File: config.mk
export PLATFORM = sky130hd
export DESIGN_NAME = arm_pipeline_sequencer
export DESIGN_NICKNAME = d
export VERILOG_FILES = /design/src/rtl/arm_pipeline_sequencer.sv
export SDC_FILE = /design/constraint.sdc
export NUM_CORES = 1
export LEC_CHECK = 0
export CAP_MARGIN = 15
export CELL_PAD_IN_SITES_DETAIL_PLACEMENT = 1
export CELL_PAD_IN_SITES_GLOBAL_PLACEMENT = 1
export CORE_ASPECT_RATIO = 0.6
export CORE_MARGIN = 8
export CORE_UTILIZATION = 43
export CTS_BUF_LIST = sky130_fd_sc_hd__clkbuf_16
export DETAILED_ROUTE_END_ITERATION = 6
export PLACE_DENSITY_LB_ADDON = 0.1
export SLEW_MARGIN = 20
export SYNTH_ARGS = -nofsm -noshare
export SYNTH_HDL_FRONTEND = slang
export SYNTH_SLANG_ARGS = --single-unit
File: constraint.sdc
create_clock -name clk -period 6.5 [get_ports clk]
set_clock_uncertainty 0.05 [all_clocks]
set_input_delay 1.625 -clock clk [delete_from_list [all_inputs] [get_ports clk]]
set_output_delay 1.625 -clock clk [all_outputs]
set_load 0.01 [all_outputs]
File: src/rtl/arm_pipeline_sequencer.sv
// Fetch/decode/execute sequencer for the ARM-state core: issues fetches, holds the decode word,
// feeds execute, stalls on busy/wait states and flushes on retiring taken branches.
module arm_pipeline_sequencer #(
    parameter logic [31:0] RESET_VECTOR = 32'h0000_0000
) (
    input  logic        clk,
    input  logic        reset,
    output logic        fetch_req,
    output logic [31:0] fetch_addr,
    input  logic        fetch_ack,
    input  logic [31:0] fetch_data,
    input  logic        exec_busy,
    input  logic        branch_taken,
    input  logic [31:0] branch_target,
    output logic        decode_valid,
    output logic [31:0] decode_instruction,
    output logic [31:0] decode_pc,
    output logic        execute_valid,
    output logic [31:0] execute_instruction,
    output logic [31:0] execute_pc,
    output logic [31:0] execute_pc_plus8,
    output logic [1:0]  seq_state
);

    typedef enum logic [1:0] {
        S_FILL  = 2'd0,
        S_RUN   = 2'd1,
        S_DRAIN = 2'd2
    } seq_state_t;

    seq_state_t  r_state;
    logic [31:0] r_fetch_addr;
    logic [31:0] r_target;
    logic        r_fbuf_valid;
    logic [31:0] r_fbuf_data;
    logic [31:0] r_fbuf_pc;
    logic        r_dec_valid;
    logic [31:0] r_dec_insn;
    logic [31:0] r_dec_pc;
    logic        r_exe_valid;
    logic [31:0] r_exe_insn;
    logic [31:0] r_exe_pc;

    logic        w_drain;
    logic        w_fetch_req;
    logic        w_ack;
    logic        w_avail;
    logic        w_branch;
    logic        w_exe_hold;
    logic        w_exe_load;
    logic        w_dec_load;
    logic [31:0] w_new_insn;
    logic [31:0] w_new_pc;

    assign w_drain     = (r_state == S_DRAIN);
    assign w_fetch_req = w_drain || !r_fbuf_valid;
    // An ack only counts against a request that is actually on the bus.
    assign w_ack       = fetch_ack && w_fetch_req;
    assign w_avail     = w_ack || r_fbuf_valid;
    assign w_branch    = r_exe_valid && !exec_busy && branch_taken && !w_drain;
    assign w_exe_hold  = r_exe_valid && exec_busy;
    assign w_exe_load  = !w_exe_hold && w_avail && r_dec_valid;
    assign w_dec_load  = w_avail && (!r_dec_valid || w_exe_load);
    assign w_new_insn  = r_fbuf_valid ? r_fbuf_data : fetch_data;
    assign w_new_pc    = r_fbuf_valid ? r_fbuf_pc   : r_fetch_addr;

    always_ff @(posedge clk or negedge reset) begin
        if (!reset) begin
            r_state      <= S_FILL;
            r_fetch_addr <= RESET_VECTOR;
            r_target     <= 32'd0;
            r_fbuf_valid <= 1'b0;
            r_fbuf_data  <= 32'd0;
            r_fbuf_pc    <= 32'd0;
            r_dec_valid  <= 1'b0;
            r_dec_insn   <= 32'd0;
            r_dec_pc     <= 32'd0;
            r_exe_valid  <= 1'b0;
            r_exe_insn   <= 32'd0;
            r_exe_pc     <= 32'd0;
        end else if (w_drain) begin
            if (w_ack) begin
                r_state      <= S_FILL;
                r_fetch_addr <= r_target;
            end
        end else if (w_branch) begin
            r_exe_valid  <= 1'b0;
            r_dec_valid  <= 1'b0;
            r_fbuf_valid <= 1'b0;
            // A request still outstanding keeps its old address on the bus until acked.
            if (w_fetch_req && !fetch_ack) begin
                r_state  <= S_DRAIN;
                r_target <= {branch_target[31:2], 2'b00};
            end else begin
                r_state      <= S_FILL;
                r_fetch_addr <= {branch_target[31:2], 2'b00};
            end
        end else begin
            if (w_ack) begin
                r_fetch_addr <= r_fetch_addr + 32'd4;
            end
            if (w_exe_load) begin
                r_exe_valid <= 1'b1;
                r_exe_insn  <= r_dec_insn;
                r_exe_pc    <= r_dec_pc;
            end else if (!w_exe_hold) begin
                r_exe_valid <= 1'b0;
            end
            if (w_dec_load) begin
                r_dec_valid <= 1'b1;
                r_dec_insn  <= w_new_insn;
                r_dec_pc    <= w_new_pc;
            end
            if (w_dec_load && r_fbuf_valid) begin
                r_fbuf_valid <= 1'b0;
            end else if (w_ack && !w_dec_load) begin
                r_fbuf_valid <= 1'b1;
                r_fbuf_data  <= fetch_data;
                r_fbuf_pc    <= r_fetch_addr;
            end
            r_state <= (w_dec_load || r_dec_valid) ? S_RUN : S_FILL;
        end
    end

    assign fetch_req           = w_fetch_req;
    assign fetch_addr          = r_fetch_addr;
    assign decode_valid        = r_dec_valid;
    assign decode_instruction  = r_dec_insn;
    assign decode_pc           = r_dec_pc;
    assign execute_valid       = r_exe_valid;
    assign execute_instruction = r_exe_insn;
    assign execute_pc          = r_exe_pc;
    assign execute_pc_plus8    = r_exe_pc + 32'd8;
    assign seq_state           = r_state;

endmodule

==> summary.txt <==
Status
  – Status: finished, final reports clean

Timing
  – Max_slew headroom: 28.27%
  – Final setup fails: 0
  – Unrepaired setup endpoints after global routing: false
  – Post-Route Setup TNS: 0 ns
  – Setup WS post-layout: 1.921 ns
  – Period utilization: 70.45%
  – Slew Limit Fails: 0
  – Worst slew pin tran: 1.076 ns
  – Peak Freq: 0.2184 GHz
  – Fin. Hold Viols: 0
  – Min Tclk post-route: 4.579 ns

CTS
  – Clock buffer depth: 3
  – Post-CTS Setup Repair Bufs: 0
  – Max H-tree Level: 1
  – Total CTS buffers: 26
  – TritonCTS clock tree: yes
  – Clock transition at the registers of the reported paths: 0.06 ns
  – # hold bufs at CTS: 0
  – Clock Sinks: 251
  – Root Buffer Master: clkbuf_16
  – Clk Latency, worst-skew pair: 0.53 ns
  – Post_cts resized: 0

Route
  – 1st-iter DRT viols: 417
  – DR vias: 8958
  – Post-route ant nets: 0
  – Vias per cell: 5.442
  – Per-cell routed wire length: 21.61 um
  – Post-Route WL: 35580 um
  – DRC errors left: 0
  – Pre-antenna DRT Iters: 7

Placement
  – Cells after DPL: 1597
  – PortBufs: 255
  – Placed Area: 14510 um^2
  – Routability cong.: 0.8103
  – Post-DP HPWL: 25090 um
  – Dpl ws: 1.650 ns

Finish
  – Fin cells: 1646
  – Final instance area: 15300 um^2
  – P&R area growth vs syn: 29.98%
  – Commonest non-fill, non-tap cell in the layout: clkdlybuf4s50_1
  – Commonest non-fill, non-tap cells in the layout: clkdlybuf4s50_1, dfrtp_1, mux2_2, nor2_1, a21oi_1
  – Fill cells: 2907
  – Final nets: 1329
  – Share of layout cells above drive strength 1: 16.35%

Power
  – Lkg Pwr: 6.200 nW
  – PwrDens: 476.5 nW/um^2
  – Peak supply drop: 0.0002281 V
  – Pwr Total: 7.288 mW

Synth
  – Ys flop type: dfrtp_1
  – Avg Cell Area, Syn: 11.40 um^2
  – Synth Instances: 1032
  – Synth warn: 0
  – Sequential share of the synthesized area: 53.38%
  – Synth Register Bits: 251
  – FFs w/ async S/R, synth: 100.0%
  – Post-synth EDFFs: 0
  – Yosys cell types: 68
  – Post-Syn Area: 11770 um^2

Die
  – CORE AREA: 27230 um^2
  – Cell Rows: 47
  – Num ports: 266
  – Die X: 229.6 um
  – Full die area: 33090 um^2
  – Die Height: 144.1 um
  – Initial Utilization: 43.22%

Setup path
  – CP max-delay cell: clkdlybuf4s50_1
  – Critical R2R Launch: r_fbuf_valid
  – Max stage delay on crit path: 0.56 ns
  – Critical path origin: execute_pc[3]
  – Startpoint Class: flop
  – Crit path kind: flop to output pin
  – Crit Path Max Fanout: 5
  – Internal reg-to-reg setup slack: 2.93 ns
  – FF-to-FF End: fetch_addr[23]
  – Delay-heaviest family, CP: simple AND/OR/NAND/NOR gates
  – CP Capture Type: output pin
  – WP buf/inv: 1
  – Required @ worst endpoint: 4.83 ns
  – Cell chain of the critical path: ha_1, and3_1, and2_1, and4_1, and3_1, xor2_1, clkdlybuf4s50_1
  – Most frequent cell on the critical path: and3_1
  – Worst R2R Path Depth: 6
  – Worst EP arrival: 2.90 ns

GRT
  – Grt met1 use: 30.22%
  – M2 GR Usage: 33.08%
  – First-pass GRT wire length: 57280 um
  – Congestion Overflow GR: 0
  – Vias in the first global route: 9626
  – GRT Total Usage: 21.42%
  – Met3 GRT Util: 5.780%
  – GR peak layer: met2
  – Initial antenna violation count: 5
  – Largest net degree at the start of global routing: 106

Worst hold path
  – Hold wc startpoint: r_fbuf_pc[30]
  – Worst hold path type: flop to flop
  – Worst Hold Path Cells: 2
  – Hold-critical path endpoint: r_fbuf_pc[30]

Job
  – Max cap viols: 0
-- state kept, by name, summed over array words and instances, names as in the netlist --
name,cells
decode_instruction,32
decode_pc,30
decode_valid,1
execute_instruction,32
execute_pc,30
execute_valid,1
fetch_addr,30
r_fbuf_data,32
r_fbuf_pc,30
r_fbuf_valid,1
r_target,30
seq_state,2
-- how the worst max path moves through the flow --
stage                           endpoint  slack (ns)  cells past startpoint
floorplan           execute_pc_plus8[27]        3.13                      6
global placement          execute_pc[16]        1.79                      6
detailed placement         execute_pc[7]        1.65                      6
CTS                 execute_pc_plus8[27]        1.85                      7
global route        execute_pc_plus8[27]        1.71                      7
finish              execute_pc_plus8[27]        1.92                      7
-- cell type report --
class	instances	area, um^2	area share, %
repair buffers	269	2663	17.41
diodes	1	2.502	0.01636
clock buffers	27	675.6	4.417
flip-flops and latches	251	6285	41.09
multi-input cells	699	5060	33.08
well taps	367	459.2	3.002
inverters	11	41.29	0.2699
clock inverters	21	110.1	0.7198
-- cells in the mapped netlist, types with 17 or more instances --
master	number	area (um^2)
o21ai_0	54	270.3
mux2_4	20	300.3
nor2_1	95	356.6
nand3_1	40	200.2
nand2_1	50	187.7
xnor2_1	17	148.9
buf_2	19	95.09
clkbuf_1	31	116.4
dfrtp_1	251	6281
mux2_2	122	1374
a21oi_1	90	450.4
and3_1	18	112.6
mux2i_1	62	620.6
-- routing by layer --
metal / up-vias / wire (um)
li1: 4144 / -
met1: 4557 / 16540
met2: 205 / 16030
met3: 44 / 2435
met4: 8 / 510
met5: - / 54
-- report_power, final --
| group | total [mW] | internal, mW | switching, mW | leakage (nW) |
|---|---|---|---|---|
| Clock | 1.39 | 0.784 | 0.610 | 0.420 |
| Sequential | 3.03 | 2.29 | 0.736 | 2.93 |
| Combinational | 2.87 | 1.68 | 1.19 | 2.85 |
| Total | 7.29 | 4.76 | 2.53 | 6.20 |
-- metrics by stage --
step	hold WS, ns	util (%)
2_1_floorplan	0.3996	-
3_3_place_gp	0.4131	53.28
3_5_place_dp	0.4206	53.28
4_1_cts	0.4354	56.17
5_1_grt	0.4671	56.18
6_report	0.4349	56.18
-- logic make-up after synthesis --
family,count (synthesis),synth area share (%)
fa+ha+maj,2,0.2126
xor+xnor,27,2.010
simple gates,255,10.41
compound gates,199,10.10
mux,208,19.88
buf+inv,89,3.977
flops,251,53.38
other cells,1,0.03187
-- worst reg2reg max path, cell delays in order, from the launching register on --
cell      delay [ns]
dfrtp_4         0.96
buf_4           0.60
a21oi_1         0.28
nor2_2          0.74
buf_4           0.37
nor4_1          0.09
a2111o_1        0.37
Note: power is estimated with default switching activity, not from simulation.
==> patch 1 (same settings) <==
Reset style: synchronous (`reset`), changed in one clocked block.
--- a/src/rtl/arm_pipeline_sequencer.sv
+++ b/src/rtl/arm_pipeline_sequencer.sv
@@ -66,3 +66,3 @@
 
-    always_ff @(posedge clk or negedge reset) begin
+    always_ff @(posedge clk) begin
         if (!reset) begin
Formal check against the unedited RTL: differs if reset is asserted again (counterexample within 4 cycles, from zero or initial values and one cycle with reset low); with reset held inactive, the same outputs for 4 cycles.
==> patch 1 against the unedited design <==
Setup slack worse by 0.53 ns. Critical path depth unchanged. Area after synthesis fell by 5.9%. Synthesized cell count grew 34%. Die area shrank 5.4%. Cell area decreased by 5.5%. Wire length rose by 12%. Critical path type unchanged. Sequential cell count unchanged. Maximum frequency is 10% lower.
Power is not compared: it rests on default switching activity, and its combinational part moved more than twofold at a synthesized area within 25%.
==> patch 1: results (changes against the unedited design) <==
Clock network
  • TritonCTS buffer count: 24 (-7.7%)

Logic synthesis
  • Asr flop ratio synth: 0% (-100 points)
  • Top post-synthesis cells by count: nand2_1, dfxtp_1, a21oi_1
  • Synth unique cells: 67 (-1.5%)
  • Post-synthesis sequential area ratio: 45.4% (-8.0 points)

Worst setup path
  • R2R cell count: 7 (+1)
  • Worst-path fanout max: 6 (+1)

Drt
  • Drt total wl: 39.7 mm (+12%)
  • Post-DR vias/cell: 5.60 (+2.8%)
  • Met1 wire length: 19.4 mm (+17%)
  • Met2 wire length: 17.4 mm (+8.8%)
  • Metal3 WL: 2.19 mm (-10%)
  • Initial DRC count: 860 (+110%)
  • Detailed Routing Iterations Pass 1: 5 (-2)
  • Top layer used by detailed routing: met4

Place
  • Post-placement setup slack: 1.79 ns (+0.139 ns)
  • Post-Place Cell Area: 13,700 sq um (-5.4%)
  • GPL Wtd Cong: 0.811 (about the same)

STA
  • Period minus WS final: 5.11 ns (+0.530 ns)
  • Hold Worst Slack: 0.403 ns (-0.0318 ns)
  • Slew HR: 32.8% (+4.5 points)

Status
  • Status: finished clean

Global routing
  • Vias in the first global route: 10,600 (+9.6%)
  • Antenna violations before repair: 1 (-4)
  • Largest net degree at the start of global routing: 119 (+12%)

Final layout
  • Fin nets: 1,647 (+24%)
  • Fraction of layout cells with a size suffix above 1: 4.33% (-12 points)
[patch 1: worst max-delay path, stage by stage, from the launching register on]
cell	delay, ns
dfxtp_1	0.45
ha_1	0.24
nand3_1	0.18
nor4_1	0.80
and4_1	0.38
nand2_1	0.09
xnor2_1	0.19
clkdlybuf4s50_1	0.58
[patch 1: logic make-up after synthesis]
family,count (synthesis),share of synthesized area (%)
mux,61,5.51
compound gates,333,18.5
xor+xnor,28,2.21
flops,251,45.4
simple gates,588,23.1
fa+ha+maj,2,0.226
other cells,1,0.0339
buf+inv,124,4.98
[patch 1: worst max path at each step]
| stage | from | endpoint | depth (start not counted) |
|---|---|---|---|
| after floorplan | execute_pc[3] | execute_pc_plus8[31] | 6 |
| after detailed placement | exec_busy | decode_instruction[11] | 7 |
| after CTS | execute_pc[3] | execute_pc_plus8[25] | 7 |
| after global placement | exec_busy | decode_instruction[8] | 7 |
| after global routing | execute_pc[3] | execute_pc_plus8[31] | 7 |
| final | execute_pc[3] | execute_pc_plus8[25] | 7 |
[patch 1: layout make-up]
type                       instances  area [sq um]  area share (%)
inverter                           6          27.5           0.190
clock buffer                      25           626            4.33
sequential                       251          5030            34.8
timing repair buffer             273          2700            18.7
multi-input combinational       1020          5560            38.5
clock inverter                    19           100           0.693
antenna                            1          2.50          0.0173
tap                              329           412            2.85
[patch 1: per-stage QoR]
step / cells / util, %
after floorplan: 1395 / -
final: 1924 / 57.2
after global placement: 1879 / 54.3
after CTS: 1923 / 57.2
after global routing: 1924 / 57.2
after detailed placement: 1879 / 54.3
[patch 1: routing by layer]
metal  vias to the layer above  global-route usage, %
li1                       5154                      -
met3                        39                   3.65
met4                         0                   4.73
met1                      5269                   35.3
met2                       306                   36.9
met5                         -                      0
==> patch 2 (same flow settings) <==
Made on the original files. Register the input `branch_target` before use, cleared by the reset. The logic sees it one clock later. The other inputs are not delayed to match.
--- a/src/rtl/arm_pipeline_sequencer.sv
+++ b/src/rtl/arm_pipeline_sequencer.sv
@@ -29,2 +29,12 @@
     } seq_state_t;
+
+    logic [31:0] branch_target_q;
+
+    always_ff @(posedge clk or negedge reset) begin
+        if (!reset) begin
+            branch_target_q <= '0;
+        end else begin
+            branch_target_q <= branch_target;
+        end
+    end
 
@@ -92,6 +102,6 @@
                 r_state  <= S_DRAIN;
-                r_target <= {branch_target[31:2], 2'b00};
+                r_target <= {branch_target_q[31:2], 2'b00};
             end else begin
                 r_state      <= S_FILL;
-                r_fetch_addr <= {branch_target[31:2], 2'b00};
+                r_fetch_addr <= {branch_target_q[31:2], 2'b00};
             end
Formal check against the unedited RTL: not equivalent (a bounded check fails within 4 cycles, from zero or initial values and one cycle with reset low).
==> patch 2 against the unedited design <==
Setup slack worse by 0.49 ns. Hold slack better by 0.0039 ns. Critical path type unchanged. Total power up 6.8%. Sequential cell count up 30. Sequential share of layout area up 3.3 points. Global-route usage down 0.70 points. Final cell count down 0.79%. Wire length up 0.66%. Synthesized cell count down 1.9%. Area after synthesis up 3.2%. Cell area up 3.7%. Critical endpoint is now execute_pc_plus8[19].
==> patch 2: results (changes against the unedited design) <==
Status
  • Status: finished clean

Global routing
  • GR Util met2: 32.9% (-0.17 points)
  • First-pass GRT wire length: 56.5 mm (-1.4%)
  • M1 GR Usage: 27.9% (-2.3 points)
  • Antenna violations before repair: 0 (-5)
  • Global routing usage on met3: 5.92% (+0.14 points)
  • Largest net degree at the start of global routing: 134 (+26%)
  • GRT Overall Usage: 20.7% (-0.70 points)
  • Vias in the first global route: 9,411 (-2.2%)

Final layout
  • Fin nets: 1,316 (-0.98%)
  • Number of fill cells: 2,873 (-1.2%)
  • Final Instance Count excl. Fillers: 1,633 (-0.79%)
  • Fraction of layout cells with a size suffix above 1: 16.5% (+0.16 points)
  • Ant diodes: 0 (-1)

Clock network
  • TritonCTS buffer count: 28 (+7.7%)
  • Post-CTS setup buffers: 0 (unchanged)
  • Clock slew at reported path FFs: 0.07 ns
  • Worst skew pair latency: 0.56 ns (+0.03 ns)

Worst setup path
  • Worst-path fanout max: 6 (+1)
  • Worst R2R Setup Slack: 3.75 ns (+0.82 ns)
  • Critical R2R Launch: execute_valid
  • Worst Setup EP: execute_pc_plus8[19]
  • Arr. time, crit path: 3.40 ns (+0.50 ns)
  • Reg-to-reg endpoint: execute_pc[27]
  • R2R cell count: 5 (-1)

STA
  • Slew @ Worst Pin: 1.06 ns (-0.0126 ns)

Power
  • Leak pwr: 6.40 nW (+3.3%)
  • Worst vdd ir: 0.000247 V (+8.5%)
  • P_sw: 2.74 mW (+8.0%)

Drt
  • DR vias: 8,927 (-0.35%)
  • Detailed Routing Iterations Pass 1: 5 (-2)
  • WL/cell: 21.9 um (+1.5%)
  • Antenna violation net count after detailed routing: 0 (unchanged)
  • Initial DRC count: 549 (+32%)

Place
  • GPL Wtd Cong: 0.800 (-1.3%)
  • Dpl cells: 1,582 (-0.94%)
  • Hpwl dp: 25.0 mm (-0.41%)
  • I/O Buffers: 255 (unchanged)

Logic synthesis
  • Synth Instances: 1,012 (-1.9%)
  • Top post-synthesis cells by count: dfrtp_1, mux2_2, nor2_1
  • Synth unique cells: 52 (-24%)
  • Synth top area cells: dfrtp_1, mux2_2, mux2i_1
  • Post-synthesis sequential area ratio: 57.9% (+4.5 points)
-- patch 2: area by class of cell --
cell class | count | area, sq um | area share [%]
Sequential cell | 281 | 7040 | 44.4
Timing Repair Buffer | 266 | 2670 | 16.8
Multi-Input combinational cell | 659 | 4820 | 30.4
Clock inverter | 23 | 140 | 0.884
Inverter | 9 | 33.8 | 0.213
Tap cell | 367 | 459 | 2.90
Clock buffer | 28 | 701 | 4.42
-- patch 2: power groups by stage --
| stage | Sequential [mW] | Clock (mW) | Combinational (mW) |
|---|---|---|---|
| finish | 3.27 | 1.51 | 3.00 |
| global route | 3.40 | 1.63 | 3.23 |
| CTS | 3.27 | 1.55 | 3.05 |
| detailed placement | 3.30 | 0 | 3.03 |
| global placement | 3.25 | 0 | 2.95 |
| floorplan | 3.24 | 0 | 1.27 |
-- patch 2: how the worst min path moves through the flow --
stage | slack, ns | start | end | cells after the start
after floorplan | 0.40 | r_fbuf_pc[10] | r_fbuf_pc[10] | 2
after global placement | 0.41 | r_fbuf_pc[6] | r_fbuf_pc[6] | 2
after detailed placement | 0.43 | r_fbuf_pc[28] | r_fbuf_pc[28] | 2
after CTS | 0.44 | r_fbuf_pc[28] | r_fbuf_pc[28] | 2
after global routing | 0.46 | branch_target_q[27] | r_target[27] | 1
final | 0.44 | r_fbuf_pc[22] | r_fbuf_pc[22] | 2
-- patch 2: kinds of logic (layout without fill, tap and decap cells) --
| kind of cell | Yosys count | in the layout | share of synthesized area, % |
|---|---|---|---|
| compound gates | 196 | 196 | 9.44 |
| xor+xnor | 28 | 28 | 2.02 |
| fa+ha+maj | 2 | 2 | 0.206 |
| buf+inv | 79 | 326 | 2.97 |
| flops | 281 | 281 | 57.9 |
| mux | 210 | 210 | 18.8 |
| other cells | 1 | 8 | 0.0309 |
| simple gates | 215 | 215 | 8.63 |
-- patch 2: per-layer routing --
layer	part of all wire, %	vias to the layer above
li1	-	4081
met4	2.0	0
met1	44	4597
met2	47	210
met5	0	-
met3	7.3	39
-- patch 2: worst max-delay path: stages, from the launching register on --
cell	delay [ns]
dfrtp_1	0.43
ha_1	0.21
nand3_1	0.17
nor2_1	0.58
and4_1	0.36
nand3_1	0.12
xnor2_1	0.36
clkdlybuf4s50_1	0.62
-- patch 2: per-stage QoR --
stage | total power, mW | area [sq um] | worst slack, ns | util [%]
floorplan | 4.51 | 12200 | 3.11 | -
global placement | 6.19 | 15000 | 2.06 | 54.2
detailed placement | 6.33 | 15000 | 1.96 | 54.2
CTS | 7.88 | 15900 | 1.40 | 57.2
global route | 8.26 | 15900 | 1.24 | 57.2
finish | 7.78 | 15900 | 1.43 | 57.2
